## config.mk

```make
export PLATFORM = sky130hd
export DESIGN_NAME = seq_divider_flat
export DESIGN_NICKNAME = d
export VERILOG_FILES = /design/src/rtl/seq_divider_if.sv /design/src/rtl/seq_divider.sv /design/src/flat_wrapper.sv
export SDC_FILE = /design/constraint.sdc
export NUM_CORES = 1
export LEC_CHECK = 0
export CAP_MARGIN = 0
export CORE_MARGIN = 1
export CORE_UTILIZATION = 40
export DETAILED_ROUTE_END_ITERATION = 10
export REMOVE_ABC_BUFFERS = 1
export SLEW_MARGIN = 30
export SYNTH_ARGS = -nofsm -noshare
export SYNTH_HDL_FRONTEND = slang
export SYNTH_SLANG_ARGS = --single-unit
```

## constraint.sdc

```tcl
create_clock -name clk -period 4.1 [get_ports clk]
set_clock_uncertainty 0.1 [all_clocks]
set_input_delay 0.41 -clock clk [delete_from_list [all_inputs] [get_ports clk]]
set_output_delay 0.41 -clock clk [all_outputs]
set_load 0.02 [all_outputs]
```

## src/rtl/seq_divider_if.sv

```systemverilog
// Purpose: operand/result bundle for seq_divider (start/ready/done handshake).
// Latency: n/a (wires only).
// Backpressure: requester holds start until it sees ready; results hold until the next done.
// Signals: start, dividend[DW], divisor[VW] (requester -> divider);
//          ready, done, quotient[DW], remainder[VW], div_zero (divider -> requester);
//          check_ok only when SEQ_DIVIDER_CHECK_EN is defined.
interface seq_divider_if #(
  parameter int DW = 8,
  parameter int VW = 4
);
  logic          start;
  logic [DW-1:0] dividend;
  logic [VW-1:0] divisor;
  logic          ready;
  logic          done;
  logic [DW-1:0] quotient;
  logic [VW-1:0] remainder;
  logic          div_zero;
`ifdef SEQ_DIVIDER_CHECK_EN
  logic          check_ok;
`endif

  modport master (
    output start, dividend, divisor,
    input  ready, done, quotient, remainder, div_zero
`ifdef SEQ_DIVIDER_CHECK_EN
    , input check_ok
`endif
  );

  modport slave (
    input  start, dividend, divisor,
    output ready, done, quotient, remainder, div_zero
`ifdef SEQ_DIVIDER_CHECK_EN
    , output check_ok
`endif
  );
endinterface

```

## src/rtl/seq_divider.sv

```systemverilog
// Purpose: sequential restoring divider, DW-bit dividend by VW-bit divisor, one quotient bit per clock.
// Latency: done visible DW+1 cycles after the start edge (1 cycle when divisor is 0).
// Backpressure: ready low while dividing; start is ignored then. Results registered and held.
// Ports: clk, rst (async, active-high); bus (seq_divider_if.slave) carries the handshake,
//        operands and results.
// Option: SEQ_DIVIDER_CHECK_EN adds bus.check_ok, a registered quotient*divisor+remainder self-check.
module seq_divider #(
  parameter int DW = 8,
  parameter int VW = 4
) (
  input  logic         clk,
  input  logic         rst,
  seq_divider_if.slave bus
);
  localparam int CW = (DW > 1) ? $clog2(DW) : 1;

  typedef enum logic [1:0] {IDLE, RUN, DONE} state_t;

  state_t        state;
  logic [CW-1:0] count;
  logic [VW-1:0] r;      // partial remainder; always < divisor, so VW bits suffice between steps
  logic [DW-1:0] dq;     // dividend shifting out the top, quotient bits shifting in the bottom
  logic [VW-1:0] dvs;

  // One restoring step; the shifted remainder needs one extra bit before the subtract.
  logic [VW:0]   r_sh;
  logic [VW-1:0] r_nxt;
  logic [DW-1:0] dq_nxt;

  always_comb begin
    r_sh   = {r, dq[DW-1]};
    dq_nxt = dq << 1;
    r_nxt  = r_sh[VW-1:0];
    if (r_sh >= {1'b0, dvs}) begin
      r_nxt     = VW'(r_sh - {1'b0, dvs});
      dq_nxt[0] = 1'b1;
    end
  end

`ifdef SEQ_DIVIDER_CHECK_EN
  localparam int PW = DW + VW;
  logic [DW-1:0] dvd;
  logic          check_sum;
  always_comb begin
    check_sum = ((PW'(dq_nxt) * PW'(dvs) + PW'(r_nxt)) == PW'(dvd));
  end
`endif

  always_ff @(posedge clk or posedge rst) begin
    if (rst) begin
      state         <= IDLE;
      count         <= '0;
      r             <= '0;
      dq            <= '0;
      dvs           <= '0;
      bus.ready     <= 1'b1;
      bus.done      <= 1'b0;
      bus.quotient  <= '0;
      bus.remainder <= '0;
      bus.div_zero  <= 1'b0;
`ifdef SEQ_DIVIDER_CHECK_EN
      dvd           <= '0;
      bus.check_ok  <= 1'b0;
`endif
    end else begin
      bus.done <= 1'b0;
      case (state)
        // DONE accepts a start exactly like IDLE so divisions can run back to back.
        IDLE, DONE: begin
          state     <= IDLE;
          bus.ready <= 1'b1;
          if (bus.start) begin
            dvs   <= bus.divisor;
            dq    <= bus.dividend;
            r     <= '0;
            count <= '0;
`ifdef SEQ_DIVIDER_CHECK_EN
            dvd   <= bus.dividend;
`endif
            if (bus.divisor == '0) begin
              // No iterations: saturate the quotient and pass the low dividend bits through.
              state         <= DONE;
              bus.done      <= 1'b1;
              bus.quotient  <= '1;
              bus.remainder <= bus.dividend[VW-1:0];
              bus.div_zero  <= 1'b1;
`ifdef SEQ_DIVIDER_CHECK_EN
              bus.check_ok  <= 1'b1;
`endif
            end else begin
              state     <= RUN;
              bus.ready <= 1'b0;
            end
          end
        end
        RUN: begin
          r     <= r_nxt;
          dq    <= dq_nxt;
          count <= count + 1'b1;
          if (count == CW'(DW - 1)) begin
            state         <= DONE;
            bus.ready     <= 1'b1;
            bus.done      <= 1'b1;
            bus.quotient  <= dq_nxt;
            bus.remainder <= r_nxt;
            bus.div_zero  <= 1'b0;
`ifdef SEQ_DIVIDER_CHECK_EN
            bus.check_ok  <= check_sum;
`endif
          end
        end
        default: begin
          state     <= IDLE;
          bus.ready <= 1'b1;
        end
      endcase
    end
  end
endmodule
```

## src/flat_wrapper.sv

```systemverilog
// flat-port wrapper written by rule: the top's interface ports become plain ports
module seq_divider_flat 
#(
  parameter int DW = 8,
  parameter int VW = 4
)
  (clk, rst, bus_start, bus_dividend, bus_divisor, bus_ready, bus_done, bus_quotient, bus_remainder, bus_div_zero);
  seq_divider_if #(.DW(DW), .VW(VW)) bus_i ();
  input  logic clk;
  input  logic rst;
  input wire logic [$bits(bus_i.start)-1:0] bus_start;
  input wire logic [$bits(bus_i.dividend)-1:0] bus_dividend;
  input wire logic [$bits(bus_i.divisor)-1:0] bus_divisor;
  output wire logic [$bits(bus_i.ready)-1:0] bus_ready;
  output wire logic [$bits(bus_i.done)-1:0] bus_done;
  output wire logic [$bits(bus_i.quotient)-1:0] bus_quotient;
  output wire logic [$bits(bus_i.remainder)-1:0] bus_remainder;
  output wire logic [$bits(bus_i.div_zero)-1:0] bus_div_zero;
  assign bus_i.start = bus_start;
  assign bus_i.dividend = bus_dividend;
  assign bus_i.divisor = bus_divisor;
  assign bus_ready = bus_i.ready;
  assign bus_done = bus_i.done;
  assign bus_quotient = bus_i.quotient;
  assign bus_remainder = bus_i.remainder;
  assign bus_div_zero = bus_i.div_zero;
  seq_divider #(.DW(DW), .VW(VW)) u_core (.clk(clk), .rst(rst), .bus(bus_i));
endmodule
```

==> impl_metrics.ini <==
[die]
io_pins = 30
die_width_um = 67.1
die_height_um = 67.1
core_area_um2 = 4030
dieArea_um2 = 4500
rows = 23
initial_core_util = 0.421

[power_and_ir_drop]
p_per_area_nw_per_um2 = 845
irDropWorstVdd_mv = 0.417
leakage_uw = 0.000911

[finish]
nets = 230
final_util = 0.523
diodes = 0
final_area_um2 = 2110
drive_above_1_share = 0.0861
synthToLayoutAreaGrowth_pct = 24.2

[detailed_routing]
via_per_inst = 5.25
initialDrtViolationCount = 89
drt_wl_total_um = 3840
dr_total_vias = 1359
ant_nets = 0
dr.pass1.iters = 4
drc = 0
wl_per_cell_um = 14.8

[clock_tree]
clockRootBuffer = clkbuf_8
cts_hold_buf = 0
clockBufferDepth = 2
tritoncts = built
clk_pin_slew_ps = 60
htreeDepth = 2
cts_setup_buffers = 0
clock_latency_ps = 280
cts_sinks = 36
cts_inserted_buffers = 5
ctsResizeCount = 0

[timing]
max_freq_mhz = 450
finalSetupViolCount = 0
hold_viol = 0
relSlewSlack = 0.463
worst_pin_slew_ps = 806
setup_slack_ps = 1880
finalCritPeriodShare = 0.543
rsz0062_at_grt = no
post-route-min-period_ps = 2220
fin_tns_setup_ps = 0
worst_hold_slack_ps = 398
slew_violations = 0

[yosys]
synth_edf_count = 0
synthArstFlopShare = 1.00
ys_warn_count = 0
synth_cell_types = 32
netlist_area_um2 = 1700
synth_area_leaders = dfrtp_1 52%, nand2_1 8.4%, nor2_1 4.9%
synth.largest_area_cell = dfrtp_1
ys_ff_latch = 36
ys_seq_area_frac = 0.532
synth_area_per_cell_um2 = 9.52
yosysTopAreaCellShare = 0.517
synth_flop_cell = dfrtp_1
yosysMostFrequentCell = nand2_1
yosys-top-cells-count = 38 x nand2_1, 35 x dfrtp_1, 22 x nor2_1
netlist_instances = 178

[grt]
overflow = 0
track_usage = 0.199
grt_max_degree = 27
grt_use_met1 = 0.248
antenna_found_initial = 0
grt_pass1_vias = 1417
use_met3 = 0.0445
grtUsageMet2 = 0.343
grt_pass1_wl_um = 6510
top_usage_layer = met2

[critical_path]
cp_num_buf_inv = 1
path_depth = 7
worstSetupPathType = flip-flop to flip-flop
cp_cell_sequence = inv_1, ha_1, nand2b_1, a21oi_1, a22o_1, mux2_2, a31oi_1
crit_fanout = 7
crit_path_max_incr_delay_ps = 400
crit_family = compound AO/OA/AOI/OAI gates
crit_path_end_kind = flip-flop
startpoint_type = flip-flop
rr_worst_depth = 7
required_ps = 4200
worst_path_max_delay_cell = mux2_2
crit_arrival_ps = 2320

[run]
maxCapViolations = 0

[worst_hold_path]
hold_path.class = primary input to asynchronous set/reset pin

[placement]
dpl_worst_slack_ps = 1860
io_buffers = 29
dp_hpwl_um = 2850
place_area_um2 = 2020
place.gp.congestion = 0.831

[run_status]
status = finished, final reports clean
## per-layer routing
| layer | part of all wire | wire, µm |
|---|---|---|
| met5 | 0 | 0 |
| met1 | 0.43 | 1660 |
| met2 | 0.52 | 2010 |
| met4 | 0.0044 | 17 |
| met3 | 0.038 | 146 |
## worst register-to-register path, cell delays in order, from the launching register on
cell and delay [ps]:
dfrtp_1 380, inv_1 60, ha_1 290, nand2b_1 170, a21oi_1 200, a22o_1 360
mux2_2 400, a31oi_1 170
## worst paths after layout
kind | startpoint | to | slack [ps]
max | u_core.dq[7] | u_core.bus.remainder[1] | 1880
min | rst | u_core.dq[4] | 400
max reg2reg | u_core.dq[7] | u_core.bus.remainder[1] | 1880
min reg2reg | u_core.bus.div_zero | u_core.bus.div_zero | 400
max in group asynchronous | rst | u_core.bus.quotient[2] | 2930
min in group clk | u_core.bus.div_zero | u_core.bus.div_zero | 400
## flip-flops by register name, summed over array words and instances, names as in the netlist
name	count
u_core.r	4
u_core.bus.done	1
u_core.bus.remainder	4
u_core.bus.div_zero	1
u_core.dvs	4
u_core.state	2
u_core.bus.ready	1
u_core.count	3
u_core.dq	8
u_core.bus.quotient	8
## cell usage in the layout (no fill, tap or decap), types with 2 or more instances in the layout
cell type,n
nand2_1,38
dfrtp_1,35
clkdlybuf4s50_1,29
nor2_1,22
o21ai_0,11
a21oi_1,8
a31oi_1,8
ha_1,6
clkbuf_8,6
inv_1,5
nand3_1,4
nor2b_1,3
nand2b_1,3
a22o_1,3
nor2_2,2
a21oi_2,2
nor3_1,2
or3_1,2
a41oi_1,2
o21a_1,2
clkbuf_1,2
buf_4,2
## layout make-up
cell class,count,area [µm²]
Sequential cell,36,902
Tap cell,50,62.6
Clock buffer,8,90.1
Inverter,6,22.5
Timing Repair Buffer,31,305
Multi-Input combinational cell,128,723
Fill cell,373,1920
## cells by family (layout without fill, tap and decap cells)
group | Yosys count | in the layout | synth area share
mux | 1 | 1 | 0.00664
compound gates | 37 | 37 | 0.136
buf+inv | 14 | 45 | 0.0413
xor+xnor | 1 | 1 | 0.00517
simple gates | 82 | 82 | 0.223
fa+ha+maj | 7 | 7 | 0.0561
flops | 36 | 36 | 0.532
## power by group
part           total, µW  internal, µW  leakage (µW)  switching, µW
clock                252           137     0.0000455            115
sequential           626           525      0.000405            101
combinational        901           389      0.000460            512
total               1780          1050      0.000911            729
## per-stage QoR
| stage | instances | total power, µW |
|---|---|---|
| 6_report | 259 | 1780 |
| 5_1_grt | 259 | 1930 |
| 4_1_cts | 259 | 1800 |
| 3_5_place_dp | 251 | 1540 |
| 3_3_place_gp | 251 | 1490 |
| 2_1_floorplan | 170 | 1210 |
Power figures use the tool's default switching activity.
